--- config.mk ---
export PLATFORM = sky130hd
export DESIGN_NAME = obstacle_spawner
export DESIGN_NICKNAME = d
export VERILOG_FILES = /design/src/rtl/obstacle_spawner_pkg.sv /design/src/rtl/obstacle_spawner_lfsr16.sv /design/src/rtl/obstacle_spawner.sv
export SDC_FILE = /design/constraint.sdc
export NUM_CORES = 1
export LEC_CHECK = 0
export ABC_CLOCK_PERIOD_IN_PS = 3090
export CORE_MARGIN = 1.5
export CORE_UTILIZATION = 55
export DETAILED_ROUTE_END_ITERATION = 16
export PLACE_DENSITY_LB_ADDON = 0.2
export SLEW_MARGIN = 25
export SYNTH_ARGS = -nofsm -noshare
export SYNTH_HDL_FRONTEND = slang
export SYNTH_SLANG_ARGS = --single-unit
--- constraint.sdc ---
create_clock -name clk -period 3.09 [get_ports clk]
set_clock_uncertainty 0.2 [all_clocks]
set_input_delay 0.618 -clock clk [delete_from_list [all_inputs] [get_ports clk]]
set_output_delay 0.618 -clock clk [all_outputs]
set_load 0.05 [all_outputs]
--- src/rtl/obstacle_spawner_pkg.sv ---
// Shared game constants, state codes and LFSR helpers for the obstacle spawner.
package obstacle_spawner_pkg;

    // Common game constants
    localparam int UBYTE_W    = 8;
    localparam int X_MAX      = 159;   // last visible screen column
    localparam int OBS_W_PX   = 8;     // obstacle width in pixels
    localparam int MIN_OBS_H  = 8;     // smallest obstacle height
    localparam int GROUND_TOP = 100;   // first row of the ground strip

    // Controller game-state codes
    localparam logic [3:0] GAME_MENU    = 4'd0;
    localparam logic [3:0] GAME_RUNNING = 4'd1;
    localparam logic [3:0] GAME_PAUSE   = 4'd2;
    localparam logic [3:0] GAME_OVER    = 4'd3;

    // Galois taps for x^16 + x^14 + x^13 + x^11 + 1 (right-shifting form)
    localparam logic [15:0] LFSR_TAPS = 16'hB400;

    typedef enum logic {
        S_RUN   = 1'b0,
        S_SPAWN = 1'b1
    } spawn_state_t;

    // One Galois step; a nonzero state never maps to zero.
    function automatic logic [15:0] lfsr_next(input logic [15:0] v);
        logic [15:0] shifted;
        shifted = {1'b0, v[15:1]};
        return v[0] ? (shifted ^ LFSR_TAPS) : shifted;
    endfunction

endpackage

--- src/rtl/obstacle_spawner_lfsr16.sv ---
// 16-bit Galois LFSR used as the randomness source for obstacle respawns.
module lfsr16
    import obstacle_spawner_pkg::*;
(
    input  logic        clk,
    input  logic        resetn,
    input  logic        enable,
    input  logic [15:0] seed,
    output logic [15:0] q
);

    // Load the seed in reset, otherwise advance one Galois step per enabled cycle.
    always_ff @(posedge clk) begin
        if (!resetn) begin
            q <= seed;
        end else if (enable) begin
            q <= lfsr_next(q);
        end
    end

endmodule

--- src/rtl/obstacle_spawner.sv ---
// Owns the two obstacle slots: scrolls them left on each step tick and, when a
// slot reaches column 0, respawns it off-screen right with a random gap and height.
module obstacle_spawner
    import obstacle_spawner_pkg::*;
#(
    parameter int          OBS_W     = OBS_W_PX,
    parameter int          MIN_GAP   = 40,
    parameter int          GAP_BITS  = 6,
    parameter int          SPAWN_X   = X_MAX + 1,
    parameter int          MIN_H     = MIN_OBS_H,
    parameter int          H_BITS    = 4,
    parameter int          INIT_X1   = 120,
    parameter int          INIT_X2   = 254,
    parameter logic [15:0] LFSR_SEED = 16'hACE1
) (
    input  logic         clk,
    input  logic         resetn,
    input  logic [3:0]   gameState,
    input  logic         step,
    output logic [7:0]   obs1X,
    output logic [7:0]   obs1H,
    output logic [7:0]   obs2X,
    output logic [7:0]   obs2H,
    output logic         spawnPulse,
    output logic         busy
);

    localparam logic [7:0] INIT_X1_B = 8'(INIT_X1);
    localparam logic [7:0] INIT_X2_B = 8'(INIT_X2);
    localparam logic [7:0] INIT_H1   = 8'(MIN_H);
    localparam logic [7:0] INIT_H2   = 8'(MIN_H + (1 << H_BITS) - 1);
    localparam logic [8:0] SPACING   = 9'(OBS_W + MIN_GAP);
    localparam logic [8:0] SPAWN_X_9 = 9'(SPAWN_X);

    spawn_state_t          state;
    logic [1:0]            pending;
    logic [15:0]           lfsr_q;
    logic [GAP_BITS-1:0]   gap_rand;
    logic [H_BITS-1:0]     h_rand;
    logic                  lfsr_unused;
    logic                  run_step;

    // Free-running randomness: it advances in every state, so player timing
    // (when MENU is left, when PAUSE is pressed) perturbs the spawn sequence.
    lfsr16 u_lfsr (
        .clk    (clk),
        .resetn (resetn),
        .enable (1'b1),
        .seed   (LFSR_SEED),
        .q      (lfsr_q)
    );

    assign gap_rand = lfsr_q[GAP_BITS-1:0];
    assign h_rand   = lfsr_q[H_BITS+7:8];
    // Bits outside the gap and height fields are deliberately left unused.
    assign lfsr_unused = ^lfsr_q;

    assign run_step = step && (gameState == GAME_RUNNING);

    // Clamp a 9-bit sum into the 8-bit X range.
    function automatic logic [7:0] sat_u8(input logic [8:0] sum);
        return sum[8] ? 8'hFF : sum[7:0];
    endfunction

    // New left X for a respawned slot: behind the other slot by the minimum
    // spacing plus a random gap, never on-screen, saturated at 255.
    function automatic logic [7:0] place_x(input logic [7:0]          other,
                                           input logic [GAP_BITS-1:0] gap);
        logic [8:0] sum;
        sum = {1'b0, other} + SPACING + 9'(gap);
        if (sum < SPAWN_X_9) begin
            return SPAWN_X_9[7:0];
        end
        return sat_u8(sum);
    endfunction

    function automatic logic [7:0] spawn_h(input logic [H_BITS-1:0] r);
        return 8'(MIN_H) + 8'(r);
    endfunction

    // Scroll / respawn state machine; all outputs are registered here.
    always_ff @(posedge clk) begin
        if (!resetn || gameState == GAME_MENU) begin
            // MENU reloads the same layout as reset and aborts any pending respawn.
            obs1X      <= INIT_X1_B;
            obs1H      <= INIT_H1;
            obs2X      <= INIT_X2_B;
            obs2H      <= INIT_H2;
            spawnPulse <= 1'b0;
            busy       <= 1'b0;
            pending    <= 2'b00;
            state      <= S_RUN;
        end else begin
            spawnPulse <= 1'b0;
            case (state)
                S_RUN: begin
                    if (run_step) begin
                        // A slot already at column 0 parks there and is queued for respawn.
                        if (obs1X == 8'd0) begin
                            pending[0] <= 1'b1;
                        end else begin
                            obs1X <= obs1X - 8'd1;
                        end
                        if (obs2X == 8'd0) begin
                            pending[1] <= 1'b1;
                        end else begin
                            obs2X <= obs2X - 8'd1;
                        end
                        if (obs1X == 8'd0 || obs2X == 8'd0) begin
                            state <= S_SPAWN;
                            busy  <= 1'b1;
                        end
                    end
                end
                S_SPAWN: begin
                    // Respawns are serialised, slot 1 first, so a second respawn
                    // is spaced against the freshly placed first one.
                    spawnPulse <= 1'b1;
                    if (pending[0]) begin
                        obs1X      <= place_x(obs2X, gap_rand);
                        obs1H      <= spawn_h(h_rand);
                        pending[0] <= 1'b0;
                        if (!pending[1]) begin
                            state <= S_RUN;
                            busy  <= 1'b0;
                        end
                    end else begin
                        obs2X      <= place_x(obs1X, gap_rand);
                        obs2H      <= spawn_h(h_rand);
                        pending[1] <= 1'b0;
                        state      <= S_RUN;
                        busy       <= 1'b0;
                    end
                end
            endcase
        end
    end

endmodule

==> results.md, run 1 <==
* Status: finished, final reports clean
* Clock share of power at 0.404
* IO Port Bufs at 34
* Final period util at 0.961
* Crit start category: register
* Detailed-route via count at 2706
* Hold Buf Count CTS at 0
* Filler cells at 446
* Power share of the combinational group at 0.115
* Fmax at 337 MHz
* Core Box Area at 0.00511 sq mm
* Skew-Pair Late Insertion Delay at 0.30 ns
* Pre-antenna DRT Iters at 5
* Critical path origin: obs1X[4]$_SDFFE_PP1P_
* Final setup fails at 0
* Synth async-reset ratio at 0
* All-layer global routing usage at 0.271
* Most common cell after layout, fill and taps aside: dfxtp_1
* Initial core utilization at 0.570
* Final Util at 0.692
* CTS H-tree depth at 2
* Final setup margin at 0.121 ns
* Number of I/O pins at 41
* Most frequent cells in the layout: dfxtp_1, clkdlybuf4s50_1, nand2_1
* Antenna-violating nets left at 0
* Least-Margin Pin Slew at 0.617 ns
* Avg Inst Size Synth at 8.46 sq um
* Gate Count Post-Synth at 344
* Congestion Overflow GR at 0
* Area delta synth->final at 21.4%
* Sw frac at 0.237
* WS Path Type: reg2reg
* Placed insts at 452
* Yosys cell types at 60
* R2R cell count at 10
* DR WL/cell at 16.2 um
* Arr. time, crit path at 2.96 ns
* # Max-Cap Violations at 0
* Post-layout minimum cycle time at 2.97 ns
* Syn Std Cell Area at 0.00291 sq mm
* WHS Endpoint: u_lfsr.q[11]$_SDFF_PN1_
* Hold WS at 0.217 ns
* Worst EP required at 3.09 ns
* Finished Layout Cells at 460
* Die W at 75.8 um
* DP Area at 0.00340 sq mm
* Family with the most delay on the worst path: compound AO/OA/AOI/OAI gates
* Worst r2r dst: obs2X[5]$_SDFFE_PP1P_
* Switching power at 0.313 mW
* DP HPWL at 5700 um
* CP bufs+invs at 2
* Register area share after synthesis at 0.323
* # rows at 26
* Die height at 75.8 um
* DRC viols at 0
* Crit path max fanout at 7
* DIE AREA at 0.00574 sq mm
* Post-synth EDFFs at 0
* First-pass GRT wire length at 11600 um
* Placer Congestion at 0.950
* Power Total at 1.32 mW
* Crit-path slowest cell: dfxtp_2
* Synthesized flop and latch total at 47
* Fin area at 0.00353 sq mm
* Clk root buf: clkbuf_8
* Worst Hold Class: reg2reg
* Register share of total power at 0.481
* Max VDD drop at 0.315 mV
* Top FF cell, synth: dfxtp_1
* CTS tree: done
* Post-cts repair resize count at 0
* Final WL at 7460 um
* Cells on Worst Hold Path at 1
* Leakage power at 1.47 nW
* Crit. End Element: register
* Int Power at 1.00 mW
* Pwr dens at 373 mW/mm^2
* Clock buffer count from CTS at 5
* Fin. Hold Viols at 0
* Yosys warns at 0
* CP peak stage delay at 0.40 ns
* RSZ-0062 raised after global routing: false
* Nets at 426
* Initial antenna violation count at 0
* Largest net degree at the start of global routing at 18
* Final Max Slew Viols at 0
* Drt via density at 5.88
* Fin Setup TNS at 0 ns
* Reg clk slew, reported paths at 0.09 ns
* Worst slack, placed at 0.0876 ns
* Reg2reg setup slack at 0.12 ns
* Crit-path cells: inv_1 -> ha_1 -> inv_1 -> ha_1 -> and2_1 -> a221o_1 -> o211a_1 -> a211oi_1 -> nand2_1 -> o31a_1
* Setup bufs post-CTS at 0
* Layout cells sized above 1 at 0.0949
* Ant diodes at 0
* Clock Sinks at 47
* Max-slew headroom at 0.589
* Number of DRC markers in iteration 0 at 214
* Vias in the first global route at 2415
* Worst hold start: u_lfsr.q[12]$_SDFF_PN0_
* CTS max path bufs at 2
* Worst R2R Start: obs1X[4]$_SDFFE_PP1P_
## sequential cells by signal, indices dropped and copies added, names as in the netlist
register and flops:
busy 1, obs2H 5, state 1, spawnPulse 1, u_lfsr.q 16, obs2X 8, obs1H 5, pending 2
obs1X 8
## cells by family after synthesis
kind of cell    Yosys count  synth area share
buf+inv                  46            0.0679
other cells               1           0.00129
compound gates           83             0.198
simple gates            124             0.236
xor+xnor                 12            0.0361
mux                       1           0.00344
flops                    47             0.323
fa+ha+maj                30             0.134
## metal layers
metal	share of wire	up-vias	track usage
li1	-	1309	-
met1	0.47	1282	0.388
met2	0.46	100	0.414
met3	0.050	15	0.0476
met5	0	-	0
met4	0.021	0	0.0813
## worst max path at each step
stage	endpoint	slack (ns)	cells past startpoint
after floorplan	obs1X[0]$_SDFFE_PP0P_	0.03	11
after global placement	obs2X[5]$_SDFFE_PP1P_	0.18	7
after detailed placement	obs2X[5]$_SDFFE_PP1P_	0.09	7
after CTS	obs1X[3]$_SDFFE_PP1P_	0.1	10
after global routing	obs2X[3]$_SDFFE_PP1P_	0.01	10
final	obs2X[5]$_SDFFE_PP1P_	0.12	10
## power by group through the flow
stage                     combinational [mW]  clock [mW]  sequential [mW]
after global placement                 0.144           0            0.647
after floorplan                        0.103           0            0.651
after global routing                   0.164       0.556            0.636
final                                  0.152       0.532            0.634
after detailed placement               0.147           0            0.647
after CTS                              0.150       0.533            0.633
## synth_stat cells, drive strengths merged (5+ instances only)
master | number | area, sq um
inv | 28 | 105
a21oi | 16 | 80.1
nor2 | 17 | 63.8
ha | 28 | 350
nand2b | 10 | 62.6
xor2 | 7 | 61.3
nand2 | 30 | 113
buf | 8 | 55.1
nor3 | 14 | 81.3
or3 | 6 | 42.5
xnor2 | 5 | 43.8
o21ai | 16 | 83.8
and2 | 13 | 81.3
nand3 | 7 | 35.0
a31oi | 7 | 43.8
nor2b | 6 | 37.5
clkbuf | 10 | 37.5
dfxtp | 47 | 941
o21a | 5 | 37.5
## layout make-up
class                   instances  area, sq um  share of cell area
repair buffers                 51          468               0.132
well taps                      70         87.6              0.0248
multi-input cells             256         1800               0.509
flip-flops and latches         47          943               0.267
clock inverters                 2         60.1              0.0170
clock buffers                   6         72.6              0.0205
inverters                      28          105              0.0297
## worst reg2reg max path, cell delays in order (launching register included)
cell	delay [ns]
dfxtp_2	0.40
inv_1	0.09
ha_1	0.28
inv_1	0.04
ha_1	0.34
and2_1	0.16
a221o_1	0.32
o211a_1	0.24
a211oi_1	0.34
nand2_1	0.18
o31a_1	0.28
(Power assumes the default switching activity.)
==> run 2, diff against run 1 <==
Settings changed: SLEW_MARGIN 25 to 20.
==> results of run 2 <==
Same layout as run 1: the final DEF is identical, and so are final timing and power.
